[src/rtl/result_tx_4bit_if.sv]
// Parallel-in / serial-out bus bundle for result_tx_4bit.
// The slave side is the transmitter: it takes the word handshake and drives
// the serial line plus the status flags.
interface result_tx_4bit_if #(
    parameter int WIDTH = 4
);
    logic [WIDTH-1:0] in_data;
    logic             in_valid;
    logic             in_ready;
    logic             tx;
    logic             busy;
    logic             done;

    modport master (
        output in_data,
        output in_valid,
        input  in_ready,
        input  tx,
        input  busy,
        input  done
    );

    modport slave (
        input  in_data,
        input  in_valid,
        output in_ready,
        output tx,
        output busy,
        output done
    );
endinterface

[src/rtl/result_tx_4bit.sv]
// result_tx_4bit: UART-style serial transmitter for logic-unit result words.
// Frame: start (0), WIDTH data bits LSB first, optional even parity, stop (1).
// Each bit is held CLKS_PER_BIT clocks. All outputs are registered.
// Optional feature: define RESULT_TX_PARITY_EN to insert an even parity bit
// between the last data bit and the stop bit.
module result_tx_4bit #(
    parameter int WIDTH        = 4,
    parameter int CLKS_PER_BIT = 4
) (
    input  logic          clk,
    input  logic          rst_n,
    result_tx_4bit_if.slave bus
);
    localparam int CW = (CLKS_PER_BIT > 1) ? $clog2(CLKS_PER_BIT) : 1;
    localparam int IW = (WIDTH > 1) ? $clog2(WIDTH) : 1;
    localparam logic [CW-1:0] CNT_LAST = CW'(CLKS_PER_BIT - 1);
    localparam logic [IW-1:0] BIT_LAST = IW'(WIDTH - 1);

    typedef enum logic [2:0] {
        IDLE,
        START,
        DATA,
`ifdef RESULT_TX_PARITY_EN
        PARITY,
`endif
        STOP
    } state_t;

    state_t           state_reg;
    logic [CW-1:0]    cnt_reg;
    logic [IW-1:0]    bit_idx_reg;
    logic [WIDTH-1:0] data_reg;
    logic             tx_reg;
    logic             in_ready_reg;
    logic             busy_reg;
    logic             done_reg;

    logic             bit_end;
    logic [IW-1:0]    bit_next;

    // Terminal count of the bit-period counter and the following data index.
    assign bit_end  = (cnt_reg == CNT_LAST);
    assign bit_next = bit_idx_reg + 1'b1;

    assign bus.tx       = tx_reg;
    assign bus.in_ready = in_ready_reg;
    assign bus.busy     = busy_reg;
    assign bus.done     = done_reg;

    // Frame sequencer: state, counters, latched word and all registered outputs.
    always_ff @(posedge clk) begin
        if (!rst_n) begin
            state_reg    <= IDLE;
            cnt_reg      <= '0;
            bit_idx_reg  <= '0;
            data_reg     <= '0;
            tx_reg       <= 1'b1;
            in_ready_reg <= 1'b1;
            busy_reg     <= 1'b0;
            done_reg     <= 1'b0;
        end else begin
            // done is a single-cycle pulse; only the STOP exit raises it.
            done_reg <= 1'b0;
            case (state_reg)
                IDLE: begin
                    if (bus.in_valid && in_ready_reg) begin
                        data_reg     <= bus.in_data;
                        state_reg    <= START;
                        cnt_reg      <= '0;
                        bit_idx_reg  <= '0;
                        tx_reg       <= 1'b0;
                        in_ready_reg <= 1'b0;
                        busy_reg     <= 1'b1;
                    end
                end
                START: begin
                    if (bit_end) begin
                        cnt_reg     <= '0;
                        bit_idx_reg <= '0;
                        state_reg   <= DATA;
                        tx_reg      <= data_reg[0];
                    end else begin
                        cnt_reg <= cnt_reg + 1'b1;
                    end
                end
                DATA: begin
                    if (bit_end) begin
                        cnt_reg <= '0;
                        if (bit_idx_reg == BIT_LAST) begin
                            bit_idx_reg <= '0;
`ifdef RESULT_TX_PARITY_EN
                            state_reg   <= PARITY;
                            tx_reg      <= ^data_reg;
`else
                            state_reg   <= STOP;
                            tx_reg      <= 1'b1;
`endif
                        end else begin
                            bit_idx_reg <= bit_next;
                            tx_reg      <= data_reg[bit_next];
                        end
                    end else begin
                        cnt_reg <= cnt_reg + 1'b1;
                    end
                end
`ifdef RESULT_TX_PARITY_EN
                PARITY: begin
                    if (bit_end) begin
                        cnt_reg   <= '0;
                        state_reg <= STOP;
                        tx_reg    <= 1'b1;
                    end else begin
                        cnt_reg <= cnt_reg + 1'b1;
                    end
                end
`endif
                STOP: begin
                    if (bit_end) begin
                        cnt_reg      <= '0;
                        state_reg    <= IDLE;
                        tx_reg       <= 1'b1;
                        in_ready_reg <= 1'b1;
                        busy_reg     <= 1'b0;
                        done_reg     <= 1'b1;
                    end else begin
                        cnt_reg <= cnt_reg + 1'b1;
                    end
                end
                default: begin
                    state_reg    <= IDLE;
                    cnt_reg      <= '0;
                    tx_reg       <= 1'b1;
                    in_ready_reg <= 1'b1;
                    busy_reg     <= 1'b0;
                end
            endcase
        end
    end
endmodule

[src/flat_wrapper.sv]
// flat-port wrapper written by rule: the top's interface ports become plain ports
module result_tx_4bit_flat 
#(
    parameter int WIDTH        = 4,
    parameter int CLKS_PER_BIT = 4
)
  (clk, rst_n, bus_in_data, bus_in_valid, bus_in_ready, bus_tx, bus_busy, bus_done);
  result_tx_4bit_if #(.WIDTH(WIDTH)) bus_i ();
  input  logic clk;
  input  logic rst_n;
  input wire logic [$bits(bus_i.in_data)-1:0] bus_in_data;
  input wire logic [$bits(bus_i.in_valid)-1:0] bus_in_valid;
  output wire logic [$bits(bus_i.in_ready)-1:0] bus_in_ready;
  output wire logic [$bits(bus_i.tx)-1:0] bus_tx;
  output wire logic [$bits(bus_i.busy)-1:0] bus_busy;
  output wire logic [$bits(bus_i.done)-1:0] bus_done;
  assign bus_i.in_data = bus_in_data;
  assign bus_i.in_valid = bus_in_valid;
  assign bus_in_ready = bus_i.in_ready;
  assign bus_tx = bus_i.tx;
  assign bus_busy = bus_i.busy;
  assign bus_done = bus_i.done;
  result_tx_4bit #(.WIDTH(WIDTH), .CLKS_PER_BIT(CLKS_PER_BIT)) u_core (.clk(clk), .rst_n(rst_n), .bus(bus_i));
endmodule
[config.mk]
export PLATFORM = sky130hd
export DESIGN_NAME = result_tx_4bit_flat
export DESIGN_NICKNAME = d
export VERILOG_FILES = /design/src/rtl/result_tx_4bit_if.sv /design/src/rtl/result_tx_4bit.sv /design/src/flat_wrapper.sv
export SDC_FILE = /design/constraint.sdc
export NUM_CORES = 1
export LEC_CHECK = 0
export CORE_MARGIN = 5
export CORE_UTILIZATION = 55
export DETAILED_ROUTE_END_ITERATION = 16
export GPL_ROUTABILITY_DRIVEN = 0
export PLACE_DENSITY = 0.78
export SETUP_SLACK_MARGIN = 0.2
export SLEW_MARGIN = 40
export SYNTH_ARGS = -nofsm -noshare
export SYNTH_HDL_FRONTEND = slang
export SYNTH_SLANG_ARGS = --single-unit
[constraint.sdc]
create_clock -name clk -period 4.5 [get_ports clk]
set_input_delay 1.125 -clock clk [delete_from_list [all_inputs] [get_ports clk]]
set_output_delay 1.125 -clock clk [all_outputs]
set_load 0.005 [all_outputs]
# After elaboration in Yosys (flattened, before gate mapping)
# Cells that the tools add are included.
[word_totals]
ff_bits = 15
output_inout_bits = 4
word_cells = 59
input_bits = 7
[op_classes]
n_lt_le_gt_ge = 1
n_eq_ne = 10
reduce_logical = 11
add_sub_neg = 2
mux = 26
bitwise_logic = 1
[ops]
columns = ["operator", "count"]
rows = [
  ["two-way mux 3 bit", 5],
  ["one-hot mux 3 bit (4 select lines)", 1],
  ["two-way mux 2 bit", 5],
  ["inequality test 2 x 1 -> 1 bit (second input constant)", 5],
  ["two-way mux 1 bit", 9],
  ["AND reduction 4 bit", 2],
  ["== test 3 x 2 -> 1 bit (second input constant)", 2],
  ["one-hot mux 1 bit (3 select lines)", 2],
  ["one-hot mux 2 bit (3 select lines)", 1],
  ["AND reduction 5 bit", 1],
  ["adder 2 x 1 -> 2 bit (second input constant)", 2],
  ["== test 2 bit (second input constant)", 2],
  ["one-hot mux 1 bit (4 select lines)", 1],
  ["one-hot mux 2 bit (2 select lines)", 1],
  ["AND reduction 2 bit", 2],
  ["== test 3 x 1 -> 1 bit (second input constant)", 1],
  ["logical NOT 3 bit", 1],
  ["< comparator 2 x 3 -> 1 bit (second input constant)", 1],
  ["AND reduction 3 bit", 1],
  ["nonzero test 3 bit", 1],
  ["OR reduction 3 bit", 1],
  ["binary-select mux 1 bit (select 2 bit)", 1],
  ["OR reduction 2 bit", 1],
  ["logical AND 1 bit", 1],
  ["NOT 1 bit", 1],
]

# Longest topological paths before layout
# Gate-level depths: netlist (run 1).
[logic_depth]
ltp_word = 6
mapped_depth = 5
ltp_nobuf = 5

# Least setup slack after synthesis (run 1)
# Ideal clock, no wire load.
[synth_timing]
path_type = "in2reg"
startpoint = "input bus_in_valid"
endpoint = "register u_core.bit_idx_reg[1]"
n_path_buf = 0
path_stages = 3
required_ns = 4.429
setup_ns = 0.071
arrival_ns = 1.906
setup_slack_ns = 2.523
path_cell_list = "a21boi_1 or4_1 a21oi_1"
[synth_via]
elab_chain_len = 3
[synth_rtl]
columns = ["item", "line", "source"]
rows = [
  ["from (decl)", "flat_wrapper.sv:12", "input wire logic [$bits(bus_i.in_valid)-1:0] bus_in_valid;"],
  ["logical AND 1 bit", "result_tx_4bit.sv:66", "if (bus.in_valid && in_ready_reg) begin"],
  ["inequality test 2 x 1 -> 1 bit (no line)", "-", ""],
  ["AND reduction 4 bit (no line)", "-", ""],
  ["to (signal assigned)", "result_tx_4bit.sv:99", "bit_idx_reg <= bit_next;"],
  ["to (decl)", "result_tx_4bit.sv:31", "logic [IW-1:0] bit_idx_reg;"],
]
# Every way passes these cells.
# A chain may end at the register's enable or synchronous reset.

# Worst setup path in the final report (run 1)
[layout_timing]
startpoint = "register u_core.in_ready_reg (netlist: u_core.bus.in_ready)"
endpoint = "output bus_in_ready"
[layout_lines]
columns = ["item", "line", "source"]
rows = [
  ["from (decl)", "result_tx_4bit.sv:34", "logic in_ready_reg;"],
  ["from (signal assigned)", "result_tx_4bit.sv:58", "in_ready_reg <= 1'b1;"],
  ["from (signal assigned)", "result_tx_4bit.sv:72", "in_ready_reg <= 1'b0;"],
  ["from (signal assigned)", "result_tx_4bit.sv:122", "in_ready_reg <= 1'b1;"],
  ["to (decl)", "flat_wrapper.sv:13", "output wire logic [$bits(bus_i.in_ready)-1:0] bus_in_ready;"],
]
# No word-level cell between the ends.

==> flow_summary.ini, run 1 <==
[status]
run_status = completed

[placed_design]
place.port_buffers = 10
placed_cells_incl_taps = 105
dp.final_hpwl_mm = 1.12

[logic_synthesis]
seq_area_frac_synth_pct = 37.0
yosys.area.top_type_share_pct = 37.0
mappedNetlistNets = 96
netlist_area_um2 = 758
synth-seq-cells = 14
postSynth.topFlopCell = sky130_fd_sc_hd__dfxtp_1
synth-async-reset-ratio_pct = 0
synth_area_per_cell_um2 = 9.25
synthTopCellsByCount = sky130_fd_sc_hd__dfxtp_1 (14), sky130_fd_sc_hd__mux2i_1 (8), sky130_fd_sc_hd__nor2_1 (8)
synthesis.instances = 82
yosys.cell_types.count = 29
yosys_warnings = 0
yosysMostFrequentCell = sky130_fd_sc_hd__dfxtp_1
synth_enable_flop_cells = 0
yosys-top-cells-area = sky130_fd_sc_hd__dfxtp_1 (37%), sky130_fd_sc_hd__ha_1 (12%), sky130_fd_sc_hd__mux2i_1 (11%)
yosysTopAreaCell = sky130_fd_sc_hd__dfxtp_1

[die]
pin_count = 11
die_width_um = 47.1
die_area_um2 = 2220
dieHeight_um = 47.1
initial_utilization_pct = 58.3
core_um2 = 1300
rows = 13

[sta]
fin_crit_ns = 2.34
worstMarginPinSlew_ns = 0.615
slew_headroom_pct = 58.9
holdWs_ns = 0.458
setup_viol = 0
timing.setup.tns_ns = 0
layout_worst_path_cycle_share_pct = 52.0
finalMaxSlewViolations = 0
rsz0062_at_grt = false
timing.final.hold_violations = 0
worst_clock_skew_ns = 0.00704
max_freq_mhz = 427

[setup_path]
crit_type = flip-flop to primary output
timing.rr.start = u_core.state_reg[0]$_SDFFE_PN0P_
timing.critical_path.arrival_ns = 1.21
worstPathCellList = clkdlybuf4s50_1
worstPathRequired_ns = 3.38
crit_path_top_delay_cell = sky130_fd_sc_hd__clkdlybuf4s50_1
crit_buf_inv = 1
timing.reg2reg.setup_slack_ns = 2.75
timing.critical_path.slowest_cell_delay_ns = 0.53
ff2ff_path_depth = 5
regToRegEndpoint = u_core.bit_idx_reg[1]$_SDFFE_PN0P_
worst_path_dominant_cell_family = buffers and inverters
cp_max_fo = 5
timing.critical_path.to_type = primary output
setup.worst_path.start_class = flip-flop

[clock_tree]
numCtsBuffers = 3
path_clk_slew_ns = 0.08
cts_max_level = 1
post_cts_resized = 0
clock_insertion_delay_worst_skew_ns = 0.28
cts-root-to-sink-buffers = 2
cts_root_buf = sky130_fd_sc_hd__clkbuf_4
clock_sink_count = 14
tritoncts = yes
post-cts-setup-buffer-count = 0
post_cts_hold_buffer_count = 0

[final_layout]
largest_reg_flops = 4
instances_no_fill = 108
ant_cells = 0
fraction_of_final_layout_cells_with_drive_strength_greater_than_1_pct = 5.38
final_nets = 109
syn_to_final_growth_pct = 17.5

[drt]
drt_wl_total_mm = 1.43
routed-via-count = 611
post_detailed_route_drc_marker_count = 0
route.detailed.wl_per_inst_um = 13.3
detail_route.iter0.violations = 11
postRouteAntennaNets = 0
detail_route.first_pass.iterations = 4
post_drt_via_cell_ratio = 5.66

[pwr]
powerDensity_nw_per_um2 = 543
netSwitchingPower_w = 0.000180
pwr-share-clk_pct = 14.2
combPwrFrac_pct = 49.0
irDropWorstVdd_mv = 0.358
power.share.switching_pct = 37.1
internal_power_w = 0.000304
pwr-share-seq_pct = 36.8
leakage_nw = 0.378

[grt]
grt_max_degree = 12
globalRouteOverflowTotal = 0
grt.total_usage_pct = 15.9
grt_pass1_wl_mm = 2.47
first_global_vias = 595
number_of_antenna_violations_at_the_first_check_in_global_routing = 0

[worst_hold_path]
hold-path-cell-count = 2
hold_path_class = flip-flop to flip-flop
worst_hold_endpoint = u_core.cnt_reg[1]$_SDFFE_PN0N_
hold_path.startpoint = u_core.cnt_reg[1]$_SDFFE_PN0N_

[job]
timing.max_cap.violations = 0
[power by group through the flow]
stage / Sequential (W) / Combinational [W] / Clock [W]
floorplan: 0.000176 / 0.000175 / 0
global placement: 0.000179 / 0.000232 / 0
detailed placement: 0.000181 / 0.000237 / 0
CTS: 0.000178 / 0.000239 / 0.0000711
global route: 0.000182 / 0.000271 / 0.0000759
finish: 0.000178 / 0.000237 / 0.0000688
[how the worst max path moves through the flow]
stage                                                start                            endpoint  cells past startpoint
final                     u_core.bus.in_ready$_SDFFE_PN1P_                        bus_in_ready                      1
after global routing      u_core.bus.in_ready$_SDFFE_PN1P_                        bus_in_ready                      1
after CTS                 u_core.bus.in_ready$_SDFFE_PN1P_                        bus_in_ready                      1
after detailed placement                      bus_in_valid        u_core.bus.busy$_SDFFE_PN0P_                      4
after global placement                               rst_n    u_core.state_reg[0]$_SDFFE_PN0P_                      4
after floorplan                               bus_in_valid  u_core.bit_idx_reg[1]$_SDFFE_PN0P_                      3
[layout by cell type, fill, tap and decap left out, drive strengths merged, types with 3 or more instances in the layout]
master,synthesis,routed
mux2i,8,8
nand2,7,7
nor2b,3,3
ha,7,7
dfxtp,14,14
inv,4,4
o31ai,4,4
or4,3,3
nor2,8,8
a21oi,5,5
clkbuf,1,3
clkdlybuf4s50,0,10
[routing by layer]
layer  GRT usage [%]  up-vias  share of wire [%]
met5               0        -                  0
met2            24.4       10                 45
met3            4.60        2                3.7
li1                -      323                  -
met1            20.9      276                 49
met4            6.63        0                1.9
[through the flow]
step | utilization, % | total power [W] | instance area [um^2] | setup WS, ns
6_report | 68.5 | 0.000484 | 891 | 2.16
5_1_grt | 68.5 | 0.000529 | 891 | 2.10
4_1_cts | 68.5 | 0.000488 | 891 | 2.15
3_5_place_dp | 66.7 | 0.000418 | 868 | 1.92
3_3_place_gp | 66.7 | 0.000410 | 868 | 1.95
2_1_floorplan | - | 0.000352 | 758 | 2.52
[cell families after synthesis]
kind of cell    Yosys count  synth area share (%)
compound gates           18                  17.7
fa+ha+maj                 7                  11.6
buf+inv                   6                  3.13
flops                    14                  37.0
mux                       8                  10.6
simple gates             29                  20.1
[final cells by class]
type / count / area, um^2
flip-flops and latches: 14 / 280
repair buffers: 10 / 100
inverters: 4 / 15.0
clock buffers: 3 / 22.5
multi-input cells: 62 / 454
well taps: 15 / 18.8
fillers: 121 / 410
Note: power is estimated with default switching activity, not from simulation.
==> run 2: changes to the inputs <==
--- a/config.mk
+++ b/config.mk
@@ -5,11 +5,12 @@
 export SDC_FILE = /design/constraint.sdc
 export NUM_CORES = 1
 export LEC_CHECK = 0
+export CORE_ASPECT_RATIO = 1.1
 export CORE_MARGIN = 5
-export CORE_UTILIZATION = 55
+export CORE_UTILIZATION = 51
 export DETAILED_ROUTE_END_ITERATION = 16
 export GPL_ROUTABILITY_DRIVEN = 0
-export PLACE_DENSITY = 0.78
+export PLACE_DENSITY = 0.73
 export SETUP_SLACK_MARGIN = 0.2
 export SLEW_MARGIN = 40
 export SYNTH_ARGS = -nofsm -noshare
==> constraint.sdc (replaced) <==
create_clock -name clk -period 2.3 [get_ports clk]
set_input_delay 0.575 -clock clk [delete_from_list [all_inputs] [get_ports clk]]
set_output_delay 0.575 -clock clk [all_outputs]
set_load 0.005 [all_outputs]
==> run 2 against run 1 <==
Compared with the run above:
- clock power increased by 100%
- worst hold slack better by 0.0022 ns
- global-route usage decreased by 2.2 points
- sequential share of layout area shrank 0.31 points
- combinational power is 98% higher
- first-iteration DRC count is 36% lower
- sequential power is 94% higher
- total power grew 97%
- critical path type is now input port to flip-flop
==> flow_summary.ini, run 2 (synthesis results as in run 1) <==
[clock_tree]
numCtsBuffers = 3
cts_root_buf = sky130_fd_sc_hd__clkbuf_4
post_cts_hold_buffer_count = 0
clock_sink_count = 14
tritoncts = yes
clock_insertion_delay_worst_skew_ns = 0.27
cts_max_level = 1
post_cts_resized = 0
path_clk_slew_ns = 0.09
post-cts-setup-buffer-count = 0
cts-root-to-sink-buffers = 2

[die]
pin_count = 11
core_um2 = 1380
dieHeight_um = 50.4
die_area_um2 = 2360
rows = 14
initial_utilization_pct = 54.8
die_width_um = 46.8

[final_layout]
largest_reg_flops = 4
layout.cells.most_common_list = sky130_fd_sc_hd__dfxtp_1 (14), sky130_fd_sc_hd__clkdlybuf4s50_1 (10), sky130_fd_sc_hd__mux2i_1 (8), sky130_fd_sc_hd__nor2_1 (8)
syn_to_final_growth_pct = 18.6
num-fill-cells = 118
regArea_um2 = 280
fraction_of_final_layout_cells_with_drive_strength_greater_than_1_pct = 6.38
total_area_of_multi_input_combinational_cells_um2 = 454
ant_cells = 0
final_nets = 110
most_common_library_cell_in_the_layout_ignoring_fill_and_taps = sky130_fd_sc_hd__dfxtp_1

[drt]
post_drt_via_cell_ratio = 5.63
detail_route.iter0.violations = 7
drt_wl_total_mm = 1.53
postRouteAntennaNets = 0
detail_route.first_pass.iterations = 4
routed-via-count = 619
post_detailed_route_drc_marker_count = 0
route.detailed.wl_per_inst_um = 13.9

[grt]
number_of_antenna_violations_at_the_first_check_in_global_routing = 0
first_global_vias = 589
grt_pass1_wl_mm = 2.45
grt_max_degree = 11
grt.total_usage_pct = 13.8
globalRouteOverflowTotal = 0

[placed_design]
dp.final_hpwl_mm = 1.11
place.port_buffers = 10

[worst_hold_path]
hold-path-cell-count = 2
hold_path_class = flip-flop to flip-flop

[sta]
max_freq_mhz = 560
worst_clock_skew_ns = 0.00520
rsz0062_at_grt = false
slew_headroom_pct = 57.3
timing.final.hold_violations = 0
holdWs_ns = 0.460
setup_viol = 0
fin_crit_ns = 1.79
layout_worst_path_cycle_share_pct = 77.7
worstMarginPinSlew_ns = 0.639
finalMaxSlewViolations = 0
timing.setup.tns_ns = 0

[status]
run_status = completed

[pwr]
irDropWorstVdd_mv = 0.630
powerDensity_nw_per_um2 = 1060
leakage_nw = 0.382

[setup_path]
timing.critical_path.to_type = flip-flop
ff2ff_path_depth = 5
crit_type = input port to flip-flop
timing.critical_path.arrival_ns = 2.00
cp_max_fo = 10
setup.worst_path.start_class = input port
worstPathRequired_ns = 2.51

[job]
timing.max_cap.violations = 0
## run 2: worst paths after layout
| path | endpoint | start | slack [ns] |
|---|---|---|---|
| worst min-delay path | u_core.cnt_reg[1]$_SDFFE_PN0N_ | u_core.cnt_reg[1]$_SDFFE_PN0N_ | 0.46 |
| worst min register to register | u_core.cnt_reg[1]$_SDFFE_PN0N_ | u_core.cnt_reg[1]$_SDFFE_PN0N_ | 0.46 |
| worst max register to register | u_core.bit_idx_reg[1]$_SDFFE_PN0P_ | u_core.state_reg[0]$_SDFFE_PN0P_ | 0.55 |
| worst max-delay path | u_core.bit_idx_reg[1]$_SDFFE_PN0P_ | bus_in_valid | 0.51 |
## run 2: final cells by class
type | instances | share of cell area (%)
sequential | 14 | 31.2
multi-input combinational | 62 | 50.5
timing repair buffer | 11 | 12.0
clock buffer | 3 | 2.50
tap | 16 | 2.23
inverter | 4 | 1.67
## run 2: power breakdown
group          leakage [nW]  internal [W]  switching [W]
clock network        0.0138     0.0000606      0.0000773
registers             0.115      0.000301      0.0000448
logic                 0.254      0.000233       0.000236
## run 2: per-stage QoR
stage / utilization (%) / setup WS (ns) / total power [W] / cell area (um^2) / std cells
after CTS: 65.0 / 0.527 / 0.000954 / 900 / 110
after global routing: 65.0 / 0.458 / 0.00103 / 900 / 110
after floorplan: - / 0.719 / 0.000688 / 758 / 82
after detailed placement: 63.4 / 0.243 / 0.000815 / 877 / 107
final: 65.0 / 0.513 / 0.000953 / 900 / 110
after global placement: 63.4 / 0.302 / 0.000802 / 877 / 107
## run 2: metal layers
metal | vias up | global-route usage [%] | part of all wire [%]
li1 | 326 | - | -
met1 | 282 | 17.5 | 49
met2 | 9 | 23.1 | 46
met3 | 2 | 3.21 | 3.7
met4 | 0 | 2.76 | 0.65
met5 | - | 0 | 0
## run 2: worst max-delay path, stage by stage
cell                              delay [ns]
sky130_fd_sc_hd__clkdlybuf4s50_1        0.51
sky130_fd_sc_hd__a21boi_1               0.21
sky130_fd_sc_hd__or4_1                  0.56
sky130_fd_sc_hd__a21oi_1                0.15
==> run 3: changes to the inputs <==
--- a/config.mk
+++ b/config.mk
@@ -7,10 +7,10 @@
 export LEC_CHECK = 0
 export CORE_ASPECT_RATIO = 1.1
 export CORE_MARGIN = 5
-export CORE_UTILIZATION = 51
+export CORE_UTILIZATION = 46
 export DETAILED_ROUTE_END_ITERATION = 16
 export GPL_ROUTABILITY_DRIVEN = 0
-export PLACE_DENSITY = 0.73
+export PLACE_DENSITY = 0.69
 export SETUP_SLACK_MARGIN = 0.2
 export SLEW_MARGIN = 40
 export SYNTH_ARGS = -nofsm -noshare
==> constraint.sdc (replaced) <==
create_clock -name clk -period 1.5 [get_ports clk]
set_input_delay 0.375 -clock clk [delete_from_list [all_inputs] [get_ports clk]]
set_output_delay 0.375 -clock clk [all_outputs]
set_load 0.005 [all_outputs]
==> run 3 against run 2 <==
Compared with the run above:
- first-iteration DRC count down 14%
- design area up 38%
- sequential share of layout area down 7.4 points
- non-clock buffer count up 19
- via count up 16%
- clock-buffer cell count up 1
- total power up 130%
- critical path type is now flip-flop to flip-flop
- utilization up 14 points
- critical path depth up 1
- global-route usage up 3.3 points
- register-to-register slack worse by 0.64 ns
- the run now ends with setup timing left
- clock power up 100%
==> flow_summary.ini, run 3 (synthesis results as in run 1) <==
[die]
die_area_um2 = 2560
initial_utilization_pct = 48.1
core_um2 = 1580
rows = 15
dieHeight_um = 52.6
die_width_um = 48.7
pin_count = 11

[setup_path]
cp-startpoint = u_core.state_reg[0]$_SDFFE_PN0P_
timing.rr.start = u_core.state_reg[0]$_SDFFE_PN0P_
timing.critical_path.arrival_ns = 1.81
worstPathRequired_ns = 1.72
setup.worst_path.start_class = flip-flop
cp_max_fo = 4
crit_type = flip-flop to flip-flop
timing.critical_path.to_type = flip-flop

[sta]
rsz0062_at_grt = true
setup_viol = 2
finalMaxSlewViolations = 0
worst_clock_skew_ns = 0.00173
slew_headroom_pct = 80.9
finalWorstSetupSlack_ns = -0.0913
max_freq_mhz = 628
worstMarginPinSlew_ns = 0.284
fin_crit_ns = 1.59
layout_worst_path_cycle_share_pct = 106
timing.final.hold_violations = 0

[grt]
number_of_antenna_violations_at_the_first_check_in_global_routing = 0
grt.total_usage_pct = 17.1
globalRouteOverflowTotal = 0
first_global_vias = 774
grt_max_degree = 11
grt_pass1_wl_mm = 3.35

[final_layout]
largest_reg_flops = 4
fraction_of_final_layout_cells_with_drive_strength_greater_than_1_pct = 45.6
regArea_um2 = 294
finalCoreUtilization_pct = 78.7
num-fill-cells = 104
ant_cells = 0
post-route-cell-area_um2 = 1240
total_area_of_multi_input_combinational_cells_um2 = 601
most_common_library_cell_in_the_layout_ignoring_fill_and_taps = sky130_fd_sc_hd__buf_4
final_nets = 129
layout.cells.most_common_list = sky130_fd_sc_hd__buf_4 (15), sky130_fd_sc_hd__dfxtp_1 (9), sky130_fd_sc_hd__mux2i_1 (8), sky130_fd_sc_hd__nand2_1 (7), sky130_fd_sc_hd__nor2_1 (7)
syn_to_final_growth_pct = 63.5

[placed_design]
place.port_buffers = 10
dp.final_hpwl_mm = 1.39
post_dp_cell_area_um2 = 1010

[pwr]
powerDensity_nw_per_um2 = 1790
leakage_nw = 0.524
irDropWorstVdd_mv = 1.61
power_w = 0.00222

[clock_tree]
cts_root_buf = sky130_fd_sc_hd__clkbuf_4
post_cts_hold_buffer_count = 0
path_clk_slew_ns = 0.09
clock_sink_count = 14
clock_insertion_delay_worst_skew_ns = 0.29
cts_max_level = 1
cts-root-to-sink-buffers = 2
tritoncts = yes
numCtsBuffers = 3

[drt]
drt_wl_total_mm = 2.06
route.detailed.wl_per_inst_um = 15.7
routed-via-count = 718
postRouteAntennaNets = 0
post_drt_via_cell_ratio = 5.48
detail_route.iter0.violations = 6
post_detailed_route_drc_marker_count = 0
detail_route.first_pass.iterations = 4

[status]
run_status = complete, but fails checks
failed_checks = setup timing

[worst_hold_path]
hold_path_class = flip-flop to flip-flop
hold_path.startpoint = u_core.cnt_reg[0]$_SDFFE_PN0N_

[job]
timing.max_cap.violations = 0
[run 3: worst max-delay path, stage by stage (launching register included)]
cell and delay [ns]:
sky130_fd_sc_hd__dfxtp_4 0.37, sky130_fd_sc_hd__inv_4 0.08, sky130_fd_sc_hd__ha_4 0.15, sky130_fd_sc_hd__or3b_1 0.37, sky130_fd_sc_hd__or4_1 0.41, sky130_fd_sc_hd__a21oi_1 0.14
[run 3: metal layers]
layer  global-route usage, %  part of all wire (%)
met3                    3.99                   3.7
met5                       0                     0
met2                    32.0                    55
met4                    9.42                   1.4
met1                    17.4                    40
[run 3: worst paths after layout]
kind	endpoint	slack (ns)	cells after the start
hold / removal	u_core.cnt_reg[0]$_SDFFE_PN0N_	0.49	2
setup reg to reg	u_core.bit_idx_reg[0]$_SDFFE_PN0P_	-0.09	5
setup / recovery	u_core.bit_idx_reg[0]$_SDFFE_PN0P_	-0.09	5
hold reg to reg	u_core.cnt_reg[0]$_SDFFE_PN0N_	0.49	2
[run 3: where the power goes]
group          internal (W)  total [W]  leakage (nW)  switching [W]
registers          0.000484   0.000576         0.117      0.0000915
logic              0.000776    0.00136         0.386       0.000581
clock network      0.000148   0.000282        0.0210       0.000134
total               0.00141    0.00222         0.524       0.000806
[run 3: layout make-up]
cell class,instances,area share [%]
well taps,17,1.72
multi-input cells,62,48.4
flip-flops and latches,14,23.7
clock buffers,4,2.93
repair buffers,30,21.4
inverters,4,1.82
[run 3: per-stage QoR]
step                hold slack [ns]  cells  setup TNS (ns)  setup slack, ns
floorplan                     0.436     82               0           0.0548
global placement              0.444    119           -1.64           -0.192
detailed placement            0.450    119           -2.09           -0.245
CTS                           0.464    127         -0.0516          -0.0516
global route                  0.525    131          -0.351           -0.128
finish                        0.493    131         -0.0915          -0.0913
[run 3: repair_timing]
item,4_1_cts,5_1_grt
pin swaps,6,6
gates resized for setup,29,10
setup buffers,4,4
endpoints found under the setup margin,16,11
